===== src/rtl/tx_scheduler_pkg.sv =====
// Shared types and helpers for the transmit-side scheduler and its arbiter.
package tx_scheduler_pkg;

  typedef enum logic [1:0] {IDLE, LAUNCH, WAIT_DONE, GAP} sched_state_t;

  function automatic int clog2(input int value);
    int r;
    r = 0;
    while ((1 << r) < value) r++;
    return r;
  endfunction

endpackage


===== src/rtl/rr_arbiter.sv =====
// Combinational round-robin pick: lowest requester above `last`, else lowest overall.
module rr_arbiter import tx_scheduler_pkg::*; #(
  parameter int NUM_REQ = 4,
  localparam int IW = clog2(NUM_REQ)
) (
  input  logic [NUM_REQ-1:0] req,
  input  logic [IW-1:0]      last,
  output logic [NUM_REQ-1:0] grant,
  output logic [IW-1:0]      idx,
  output logic               any
);

  assign any = |req;

  // Descending scans so the lowest qualifying index is the one left in idx.
  always_comb begin
    idx = '0;
    for (int i = NUM_REQ - 1; i >= 0; i--)
      if (req[i]) idx = IW'(i);
    for (int i = NUM_REQ - 1; i >= 0; i--)
      if (req[i] && (IW'(i) > last)) idx = IW'(i);
    grant = '0;
    if (any) grant[idx] = 1'b1;
  end

endmodule


===== src/rtl/tx_scheduler.sv =====
// Shares one UART transmitter between NUM_REQ byte producers, one byte per grant,
// with a start timeout and an inter-frame gap before re-arbitration.
module tx_scheduler import tx_scheduler_pkg::*; #(
  parameter int NUM_REQ       = 4,
  parameter int GAP_CYCLES    = 16,
  parameter int START_TIMEOUT = 1023,
  localparam int IW = clog2(NUM_REQ)
) (
  input  logic                 clock,
  input  logic                 reset_n,
  input  logic [NUM_REQ-1:0]   req_valid,
  input  logic [NUM_REQ*8-1:0] req_data,
  output logic [NUM_REQ-1:0]   req_ready,
  output logic                 tx_send,
  output logic [7:0]           tx_data,
  input  logic                 tx_active,
  input  logic                 tx_done,
  output logic                 busy,
  output logic [IW-1:0]        grant_id,
  output logic                 timeout
);

  localparam int CMAX = (START_TIMEOUT > GAP_CYCLES) ? START_TIMEOUT : GAP_CYCLES;
  localparam int CW   = (CMAX < 1) ? 1 : clog2(CMAX + 1);
  localparam logic [CW-1:0] ST_LAST  = CW'(START_TIMEOUT);
  localparam logic [CW-1:0] GAP_LAST = CW'((GAP_CYCLES > 0) ? GAP_CYCLES - 1 : 0);
  // With no gap the frame end returns straight to IDLE, which still holds one clock.
  localparam sched_state_t POST_FRAME = (GAP_CYCLES == 0) ? IDLE : GAP;

  sched_state_t              state;
  logic [CW-1:0]             cnt;
  logic [IW-1:0]             last;
  logic [NUM_REQ-1:0]        win_grant;
  logic [IW-1:0]             win_idx;
  logic                      win_any;
  logic [NUM_REQ-1:0][7:0]   req_bytes;

  assign req_bytes = req_data;

  rr_arbiter #(.NUM_REQ(NUM_REQ)) u_arb (
    .req   (req_valid),
    .last  (last),
    .grant (win_grant),
    .idx   (win_idx),
    .any   (win_any)
  );

  assign req_ready = (state == IDLE && reset_n) ? win_grant : '0;
  assign busy      = (state != IDLE);

  always_ff @(posedge clock or negedge reset_n) begin
    if (!reset_n) begin
      state    <= IDLE;
      cnt      <= '0;
      last     <= IW'(NUM_REQ - 1);
      tx_send  <= 1'b0;
      tx_data  <= '0;
      grant_id <= '0;
      timeout  <= 1'b0;
    end else begin
      timeout <= 1'b0;
      case (state)
        IDLE: if (win_any) begin
          tx_data  <= req_bytes[win_idx];
          grant_id <= win_idx;
          last     <= win_idx;
          cnt      <= '0;
          tx_send  <= 1'b1;
          state    <= LAUNCH;
        end
        LAUNCH: if (tx_active) begin
          tx_send <= 1'b0;
          state   <= WAIT_DONE;
        end else if (cnt == ST_LAST) begin
          timeout <= 1'b1;
          tx_send <= 1'b0;
          cnt     <= '0;
          state   <= POST_FRAME;
        end else begin
          cnt <= cnt + 1'b1;
        end
        // Entered only after tx_active, so a stale done cannot end the frame early.
        WAIT_DONE: if (tx_done && !tx_active) begin
          cnt   <= '0;
          state <= POST_FRAME;
        end
        GAP: if (cnt == GAP_LAST) state <= IDLE;
             else cnt <= cnt + 1'b1;
        default: state <= IDLE;
      endcase
    end
  end

endmodule


===== config.mk =====
export PLATFORM = sky130hd
export DESIGN_NAME = tx_scheduler
export DESIGN_NICKNAME = d
export VERILOG_FILES = /design/src/rtl/tx_scheduler_pkg.sv /design/src/rtl/rr_arbiter.sv /design/src/rtl/tx_scheduler.sv
export SDC_FILE = /design/constraint.sdc
export NUM_CORES = 1
export LEC_CHECK = 0
export ABC_CLOCK_PERIOD_IN_PS = 3900
export BUFFER_PORTS_ARGS = -buffer_cell sky130_fd_sc_hd__buf_2
export CORE_ASPECT_RATIO = 0.9
export CORE_MARGIN = 1
export CORE_UTILIZATION = 54
export DETAILED_ROUTE_END_ITERATION = 8
export HOLD_SLACK_MARGIN = 0.06
export PLACE_DENSITY = 0.88
export SYNTH_ARGS = -nofsm -noshare
export SYNTH_HDL_FRONTEND = slang
export SYNTH_SLANG_ARGS = --single-unit

===== constraint.sdc =====
create_clock -name clock -period 3.9 [get_ports clock]
set_input_delay 0.195 -clock clock [delete_from_list [all_inputs] [get_ports clock]]
set_output_delay 0.195 -clock clock [all_outputs]
set_load 0.02 [all_outputs]

Yosys cells after proc, flatten, opt, wreduce, memory -nomap -nowiden:

Index checks and enable logic that the tools add are counted.

* register bits: 26
* word-level logic and storage cells: 74
* input port bits: 40
* output and inout port bits: 17

* add/subtract/negate cells: 1
* equality and inequality tests: 11
* reductions and logical operators: 16
* multiplexer cells: 33
* $lt $le $gt $ge: 6

Operators with widths (count)
* 10-bit two-way mux: 5
* 10-bit one-hot mux with 4 select lines: 1
* 2-bit two-way mux: 13
* 8-bit binary-select mux with 2-bit select: 1
* 10-bit by 1-bit adder with 10-bit output (second input constant): 1
* 10-bit == test (second input constant): 1
* 10-bit by 4-bit == test with 1-bit output (second input constant): 1
* 4-bit two-way mux: 2
* 8-bit two-way mux: 1
* 2-bit inequality test (second input constant): 4
* 2-bit one-hot mux with 4 select lines: 1
* 4-bit AND reduction: 2
* 1-bit logical AND: 7
* 1-bit two-way mux: 7
* 2-bit == test (second input constant): 2
* 1-bit by 2-bit > comparator with 1-bit output (first input constant): 2
* 2-bit > comparator (first input constant): 2
* 2-bit nonzero test: 2
* 4-bit OR reduction: 1
* 2-bit by 3-bit < comparator with 1-bit output (second input constant): 1
* 3-bit inequality test (second input constant): 1
* 3-bit AND reduction: 1
* 1-bit demux with 2-bit select: 1
* 2-bit by 1-bit == test with 1-bit output (second input constant): 1
* 6 further kinds: 6

Depth between registers and ports, before layout:

Gate-level depths: netlist of run 1.

* depth in word-level cells: 14
* gate-level depth with buffers: 7

Hierarchy:

From an unflattened synthesis of run 1, not the netlist that was laid out.

* cell total of the unflattened synthesis: 164
* area, all modules: 1717.9 µm²

By module, submodules not included
* tx_scheduler: instances 1, cells each 136, sequential area each 653.1 µm², area each 1552.7 µm²
* rr_arbiter: instances 1, cells each 28, sequential area each 0.0 µm², area each 165.2 µm²

Worst setup path after synthesis of run 1:

OpenSTA, ideal clock, no wires.

* path kind: register -> register
* start: register last[1]
* end: register tx_data[0]
* data required time: 3.759 ns
* library setup time: 0.141 ns
* buffers on the path: 1
* stages on the path, launching flop included: 6
* arrival time: 1.622 ns
* slack: 2.137 ns
* cell sequence: dfstp_2 > clkbuf_1 > nor2_1 > o311a_4 > a222oi_1 > a31oi_1

* word-level cells in the longest chain between the ends: 8
* elaborated cells on any way between the ends: 14
* classes of those cells: 4 x order compare; 6 x mux; 4 x reduce/logical

Ends and longest elaborated chain
* start, declared: RTL line tx_scheduler.sv:32 `logic [IW-1:0] last;`
* start signal, assigned: RTL line tx_scheduler.sv:55 `last <= IW'(NUM_REQ - 1);`
* start signal, assigned: RTL line tx_scheduler.sv:66 `last <= win_idx;`
* 2-bit > comparator: RTL line rr_arbiter.sv:21 `if (req[i] && (IW'(i) > last)) idx = IW'(i);`
* 1-bit logical AND: RTL line rr_arbiter.sv:21
* 2-bit two-way mux (3 in series): RTL line rr_arbiter.sv:21
* 2-bit two-way mux *: RTL line rr_arbiter.sv:21
* 8-bit binary-select mux with 2-bit select *: RTL line tx_scheduler.sv:64 `tx_data <= req_bytes[win_idx];`
* 8-bit two-way mux (not written as such) *: RTL line tx_scheduler.sv:64
* end signal, assigned: RTL line tx_scheduler.sv:64
* end, declared: RTL line tx_scheduler.sv:15 `output logic [7:0] tx_data,`

Every way passes the cells marked *; elsewhere a longest branch is shown, timed or not. The select of a mux whose other input is x is not followed.
A chain may end at the register's enable or synchronous reset.

Worst setup path in the final report of run 1:

* start: register state[0]
* end: output req_ready[1]

* word-level cells in the longest chain between the ends: 3

Ends and longest elaborated chain
* start, declared: RTL line tx_scheduler.sv:30 `sched_state_t state;`
* start signal, assigned: RTL line tx_scheduler.sv:53 `state <= IDLE;`
* start signal, assigned: RTL line tx_scheduler.sv:69 `state <= LAUNCH;`
* start signal, assigned: RTL line tx_scheduler.sv:73 `state <= WAIT_DONE;`
* 2-bit zero test: RTL line tx_scheduler.sv:48 `assign req_ready = (state == IDLE && reset_n) ? win_grant : '0;`
* 1-bit logical AND: RTL line tx_scheduler.sv:48
* 4-bit two-way mux: RTL line tx_scheduler.sv:48
* end, declared: RTL line tx_scheduler.sv:13 `output logic [NUM_REQ-1:0] req_ready,`

No other way between the ends.

==> flow_summary_export.csv, run 1 <==
group,metric,value,unit
run_status,status,"finished, final reports clean",
clocking,cts_sinks,26,
power_and_ir_drop,power_density,639.6,mW/mm²
clocking,root_buffer,"clkbuf_4",
timing,worstMarginPinSlew,0.5989,ns
clocking,postCtsSetupRepairBufs,0,
critical_path,r2r_setup_slack,1.93,ns
floorplan,dieArea,0.003330,mm²
drt,dr.pass1.iters,4,
logic_synthesis,synth-seq-area-share,38.98,%
clocking,tritoncts,"done",
timing,fmax,450.8,MHz
drt,detail-route-antenna-nets,0,
timing,hold_viol_final,0,
layout,area_growth,21.14,%
grt,grtUsageTotal,26.99,%
timing,setup-violations-final,0,
logic_synthesis,synth_area,0.001675,mm²
place,gp_congestion,0.8946,
critical_path,slowest_stage,"dfrtp_1",
place,dp.cells,278,
logic_synthesis,synth_top_family_by_area,"simple AND/OR/NAND/NOR gates",
logic_synthesis,synth_warnings,0,
floorplan,fp.dieW,60.72,µm
logic_synthesis,synthFlopType,"dfrtp_1",
logic_synthesis,synth-xor-area-share,1.046,%
layout,finalInstanceArea,0.002029,mm²
drt,drc,0,
floorplan,rows,18,
timing,fin_ws,1.682,ns
grt,grt_max_degree,31,
layout,seqCellArea,653.1,µm²
logic_synthesis,synthCells,187,
grt,antenna_found_initial,0,
critical_path,cp-start-kind,"flip-flop",
timing,skew,0.002480,ns
clocking,cts_made_buffers,3,
timing,min_period_over_period,56.87,%
logic_synthesis,synth_compound_area_share,19.87,%
grt,grt_remaining_overflow,0,
timing,rsz0062_at_grt,"no",
drt,routed_wl,3799,µm
logic_synthesis,syn_nets,233,
floorplan,start_util,59.04,%
logic_synthesis,synth_area_leaders,"dfrtp_1 (36%), nor2_1 (6.3%), a222oi_1 (4.8%)",
place,placed_cell_area,0.001983,mm²
critical_path,cp-end-kind,"primary output",
logic_synthesis,synth_cell_types,42,
layout,nNetsFinal,290,
layout,final_cell_mix,"buf_2 (56), nor2_1 (28), dfrtp_1 (24)",
grt,grt_first_pass_wirelength,6651,µm
drt,viasPerCell,5.735,
timing,min_period,2.218,ns
layout,mostFrequentLayoutCell,"buf_2",
logic_synthesis,synth-simple-area-share,28.53,%
floorplan,core,0.002838,mm²
critical_path,cpMostUsedCell,"inv_1",
layout,multi_input_area,965.9,µm²
logic_synthesis,synth_edf_count,0,
critical_path,worst-path-max-fanout,24,
clocking,clk_pin_slew,0.14,ns
critical_path,required,3.70,ns
layout,finalNonFillerCells,283,
power_and_ir_drop,p_leak,0.9444,nW
layout,drive_above_1_share,31.28,%
floorplan,die_y,54.84,µm
place,portBuffers,56,
logic_synthesis,post_synth.cell_area_avg,8.959,µm²
logic_synthesis,ys_ff_latch,26,
clocking,clock_path_buffers,2,
clocking,insertion_delay,0.33,ns
drt,drt_iter0_drc,93,
logic_synthesis,synth_mux_area_share,3.734,%
timing,setup_tns,0,ns
drt,wl_per_cell,13.42,µm
logic_synthesis,async_reset_ff_share,100.0,%
layout,diodes,0,
critical_path,cp_cell_sequence,"inv_1 > ha_1 > inv_1 > nor2_1 > buf_4 > and3_1 > buf_2",
logic_synthesis,synth_area_leader_cell,"dfrtp_1",
floorplan,io_pins,57,
critical_path,path_class,"reg -> out",
logic_synthesis,synth_top_area_share,35.85,%
critical_path,cpPeakStageDelay,0.44,ns
drt,vias,1623,
grt,grt_pass1_vias,1564,
layout,num-fill-cells,243,
run,cap_violations,0,
timing,slew_headroom,60.08,%
min_path,holdCritPathClass,"in -> reg",
logic_synthesis,synth-adder-area-share,4.481,%
power_and_ir_drop,ir_drop,0.0003502,V
clocking,cts_max_level,1,
place,place_ws,1.973,ns
timing,slew_viol_final,0,
critical_path,cp.arrival,2.02,ns
place,hpwlAfterDp,2925,µm
[power by group]
group / internal (mW) / leakage (nW) / switching [mW]
logic: 0.276 / 0.603 / 0.436
clock network: 0.0572 / 0.0210 / 0.0809
registers: 0.370 / 0.321 / 0.0785
total: 0.703 / 0.944 / 0.595
[kinds of logic after synthesis]
group / after synthesis
adders and majority gates: 6
DFF: 26
xor gates and xnor gates: 2
AOI/OAI and AO/OA: 44
buffers and inverters: 13
and+or+nand+nor: 90
muxes: 6
[cell usage after synthesis, types with 3 or more instances]
master,n
a21oi_1,4
a222oi_1,8
nor3_2,3
ha_1,6
nor3_1,9
nand2b_1,4
inv_1,7
nand4_1,3
o21ai_0,7
mux2i_1,4
nand3_1,7
nand2_1,19
nor2_1,28
clkbuf_1,5
dfrtp_1,24
and3_1,5
a31oi_1,12
[layer usage]
metal / wire length (µm) / global-route usage, % / vias up
met5: 0 / 0 / -
met4: 67 / 8.712 / 0
met3: 249 / 3.783 / 9
met2: 1779 / 46.15 / 74
met1: 1702 / 35.41 / 735
li1: - / - / 805
[state kept, by name, indices dropped and copies added (netlist names)]
name      cells
timeout       1
tx_data       8
cnt          10
tx_send       1
last          2
state         2
grant_id      2
[per-stage QoR]
step / hold WS (ns) / utilization (%) / power (mW)
after floorplan: -0.1006 / - / 0.9752
after global placement: 0.2308 / 69.89 / 1.135
after detailed placement: 0.2374 / 69.89 / 1.159
after CTS: 0.09853 / 71.52 / 1.299
after global routing: 0.09344 / 71.52 / 1.408
final: 0.09798 / 71.52 / 1.298
[final cells by class]
| class | count | area share (%) |
|---|---|---|
| clock buffers | 4 | 1.788 |
| inverters | 7 | 1.295 |
| multi-input cells | 148 | 47.60 |
| flip-flops and latches | 26 | 32.18 |
| well taps | 40 | 2.466 |
| repair buffers | 58 | 14.67 |
[path summary, 6_finish.rpt]
| check | end | depth (start not counted) | start |
|---|---|---|---|
| worst max-delay path | req_ready[1] | 7 | state[0]$_DFFE_PN0P_ |
| worst min-delay path | tx_data[2]$_DFFE_PN0P_ | 3 | req_data[26] |
| worst max register to register | cnt[6]$_DFFE_PN0P_ | 6 | state[0]$_DFFE_PN0P_ |
| worst min register to register | grant_id[1]$_DFFE_PN0P_ | 2 | grant_id[1]$_DFFE_PN0P_ |
| max in group asynchronous | tx_data[5]$_DFFE_PN0P_ | 2 | reset_n |
| min in group asynchronous | state[1]$_DFFE_PN0P_ | 2 | reset_n |
[repair_timing]
action,4_1_cts,5_1_grt
hold buffers,1,0
gates resized for setup,0,0
endpoints found under the setup margin,0,0
endpoints found under the hold margin,24,0
[critical path: cells and delay by family, from the launching register on]
| family | cells | cell delay [ns] |
|---|---|---|
| AND/OR/NAND/NOR | 2 | 0.32 |
| adder cells (fa/ha/maj) | 1 | 0.26 |
| flip-flops | 1 | 0.44 |
| buffers and inverters | 4 | 0.67 |
Power figures use the tool's default switching activity.
==> run 2: changes to the inputs <==
--- a/config.mk
+++ b/config.mk
@@ -5,14 +5,14 @@
 export SDC_FILE = /design/constraint.sdc
 export NUM_CORES = 1
 export LEC_CHECK = 0
-export ABC_CLOCK_PERIOD_IN_PS = 3900
+export ABC_CLOCK_PERIOD_IN_PS = 1920
 export BUFFER_PORTS_ARGS = -buffer_cell sky130_fd_sc_hd__buf_2
 export CORE_ASPECT_RATIO = 0.9
 export CORE_MARGIN = 1
-export CORE_UTILIZATION = 54
+export CORE_UTILIZATION = 45
 export DETAILED_ROUTE_END_ITERATION = 8
 export HOLD_SLACK_MARGIN = 0.06
-export PLACE_DENSITY = 0.88
+export PLACE_DENSITY = 0.79
 export SYNTH_ARGS = -nofsm -noshare
 export SYNTH_HDL_FRONTEND = slang
 export SYNTH_SLANG_ARGS = --single-unit
==> constraint.sdc (replaced) <==
create_clock -name clock -period 1.92 [get_ports clock]
set_input_delay 0.096 -clock clock [delete_from_list [all_inputs] [get_ports clock]]
set_output_delay 0.096 -clock clock [all_outputs]
set_load 0.02 [all_outputs]
==> flow_summary_export.csv, run 2 (synthesis results as in run 1) <==
group,metric,value,unit
drt,vias,1721,
timing,setup_tns,0,ns
grt,grtUsageTotal,22.00,%
layout,num-fill-cells,296,
timing,min_period_over_period,97.99,%
floorplan,rows,20,
floorplan,die_y,59.89,µm
timing,slew_headroom,75.11,%
critical_path,cp.arrival,2.05,ns
floorplan,fp.dieW,66.32,µm
clocking,cts_max_level,1,
floorplan,start_util,48.51,%
layout,largest_reg_flops,10,
critical_path,cp_cell_sequence,"ha_1 > nand3_1 > or3_1 > o21ai_1 > and3b_1 > buf_4 > nor3_2",
critical_path,cp-end-kind,"flip-flop",
critical_path,cp.depth,7,
power_and_ir_drop,power_density,1391,mW/mm²
clocking,root_buffer,"clkbuf_8",
power_and_ir_drop,ir_drop,0.0007038,V
clocking,clock_path_buffers,2,
run_status,status,"finished, final reports clean",
place,hpwlAfterDp,3029,µm
clocking,clk_pin_slew,0.08,ns
clocking,cts_sinks,26,
layout,finalInstanceArea,0.002208,mm²
timing,hold_viol_final,0,
grt,grt_max_degree,27,
timing,fin_ws,0.03852,ns
critical_path,path_delay_family,"simple AND/OR/NAND/NOR gates",
grt,grt_remaining_overflow,0,
timing,slew_viol_final,0,
drt,dr.pass1.iters,5,
timing,min_period,1.881,ns
critical_path,timing.rr.end,"cnt[3]$_DFFE_PN0P_",
power_and_ir_drop,power,3.071,mW
layout,reg.largest.list,"cnt x10, tx_data x8",
critical_path,crit_end,"cnt[3]$_DFFE_PN0P_",
place,place_ws,0.09023,ns
place,placed_cell_area,0.002038,mm²
clocking,cts_made_buffers,3,
drt,wl_per_cell,14.04,µm
critical_path,worst-path-max-fanout,4,
clocking,insertion_delay,0.28,ns
critical_path,startpoint,"cnt[0]$_DFFE_PN0P_",
layout,largest-register,"cnt",
grt,grt_pass1_vias,1569,
timing,worstMarginPinSlew,0.3706,ns
grt,antenna_found_initial,0,
layout,mostFrequentLayoutCell,"buf_2",
critical_path,required,2.09,ns
floorplan,core,0.003453,mm²
run,cap_violations,0,
critical_path,slowest_stage,"or3_1",
min_path,hold_start,"req_data[27]",
clocking,tritoncts,"done",
drt,viasPerCell,5.737,
timing,skew,0.007323,ns
layout,final_cell_mix,"buf_2 (56), nor2_1 (27), dfrtp_1 (24)",
critical_path,crit_buf_inv,1,
layout,diodes,0,
critical_path,path_class,"reg -> reg",
power_and_ir_drop,p_leak,1.023,nW
timing,setup-violations-final,0,
layout,nNetsFinal,303,
min_path,holdCritPathClass,"in -> reg",
floorplan,dieArea,0.003971,mm²
drt,routed_wl,4213,µm
drt,drc,0,
critical_path,reg2regPathDepth,7,
floorplan,io_pins,57,
timing,fmax,531.5,MHz
critical_path,r2r-start,"cnt[0]$_DFFE_PN0P_",
drt,drt_iter0_drc,190,
critical_path,r2r_setup_slack,0.04,ns
layout,area_growth,31.81,%
drt,detail-route-antenna-nets,0,
layout,drive_above_1_share,36.33,%
critical_path,cp-start-kind,"flip-flop",
place,portBuffers,56,
grt,grt_first_pass_wirelength,6679,µm
critical_path,cpPeakStageDelay,0.46,ns
place,gp_congestion,0.8790,
==> run 2: cell type report <==
| class | instances | area (µm²) | area share (%) |
|---|---|---|---|
| Clock inverter | 1 | 30.03 | 1.360 |
| Tap cell | 44 | 55.05 | 2.493 |
| Timing Repair Buffer | 71 | 407.9 | 18.47 |
| Sequential cell | 26 | 653.1 | 29.58 |
| Clock buffer | 3 | 41.29 | 1.870 |
| Multi-Input combinational cell | 148 | 994.7 | 45.04 |
| Inverter | 7 | 26.28 | 1.190 |
==> run 2: power breakdown <==
part	total [mW]	internal (mW)	leakage (nW)	switching, mW
combinational	1.72	0.743	0.667	0.973
sequential	0.901	0.753	0.321	0.148
clock	0.455	0.279	0.0357	0.176
total	3.07	1.77	1.02	1.30
==> run 2: worst register-to-register path, cell delays in order (launching register included) <==
cell and delay [ns]:
dfrtp_1 0.39, ha_1 0.20, nand3_1 0.16, or3_1 0.46, o21ai_1 0.14, and3b_1 0.22, buf_4 0.16, nor3_2 0.04
==> run 2: worst min path at each step <==
stage / depth (start not counted) / to / slack (ns)
finish: 3 / tx_data[3]$_DFFE_PN0P_ / 0.07
global route: 3 / tx_data[0]$_DFFE_PN0P_ / 0.06
CTS: 3 / tx_data[3]$_DFFE_PN0P_ / 0.06
detailed placement: 2 / grant_id[1]$_DFFE_PN0P_ / 0.18
global placement: 2 / grant_id[0]$_DFFE_PN0P_ / 0.17
floorplan: 0 / cnt[0]$_DFFE_PN0P_ / -0.20
==> run 2: metal layers <==
layer	routed length, µm	up-vias	track usage [%]
met4	58	0	5.775
met2	1974	78	36.88
met3	303	9	4.389
met5	0	-	0
met1	1876	799	29.08
li1	-	835	-
==> run 2: per-stage QoR <==
| step | cells | hold WS (ns) | util [%] |
|---|---|---|---|
| after floorplan | 187 | -0.1996 | - |
| after global placement | 287 | 0.1693 | 59.02 |
| after detailed placement | 287 | 0.1788 | 59.02 |
| after CTS | 292 | 0.06439 | 61.52 |
| after global routing | 300 | 0.06433 | 63.95 |
| final | 300 | 0.06636 | 63.95 |
==> run 2: repair_timing <==
item | in CTS | in global routing
pin swaps | 1 | 1
hold buffers | 1 | 0
buffers inserted | 0 | 8
endpoints found under the hold margin | 24 | 0
gates resized for setup | 3 | 4
endpoints found under the setup margin | 4 | 15
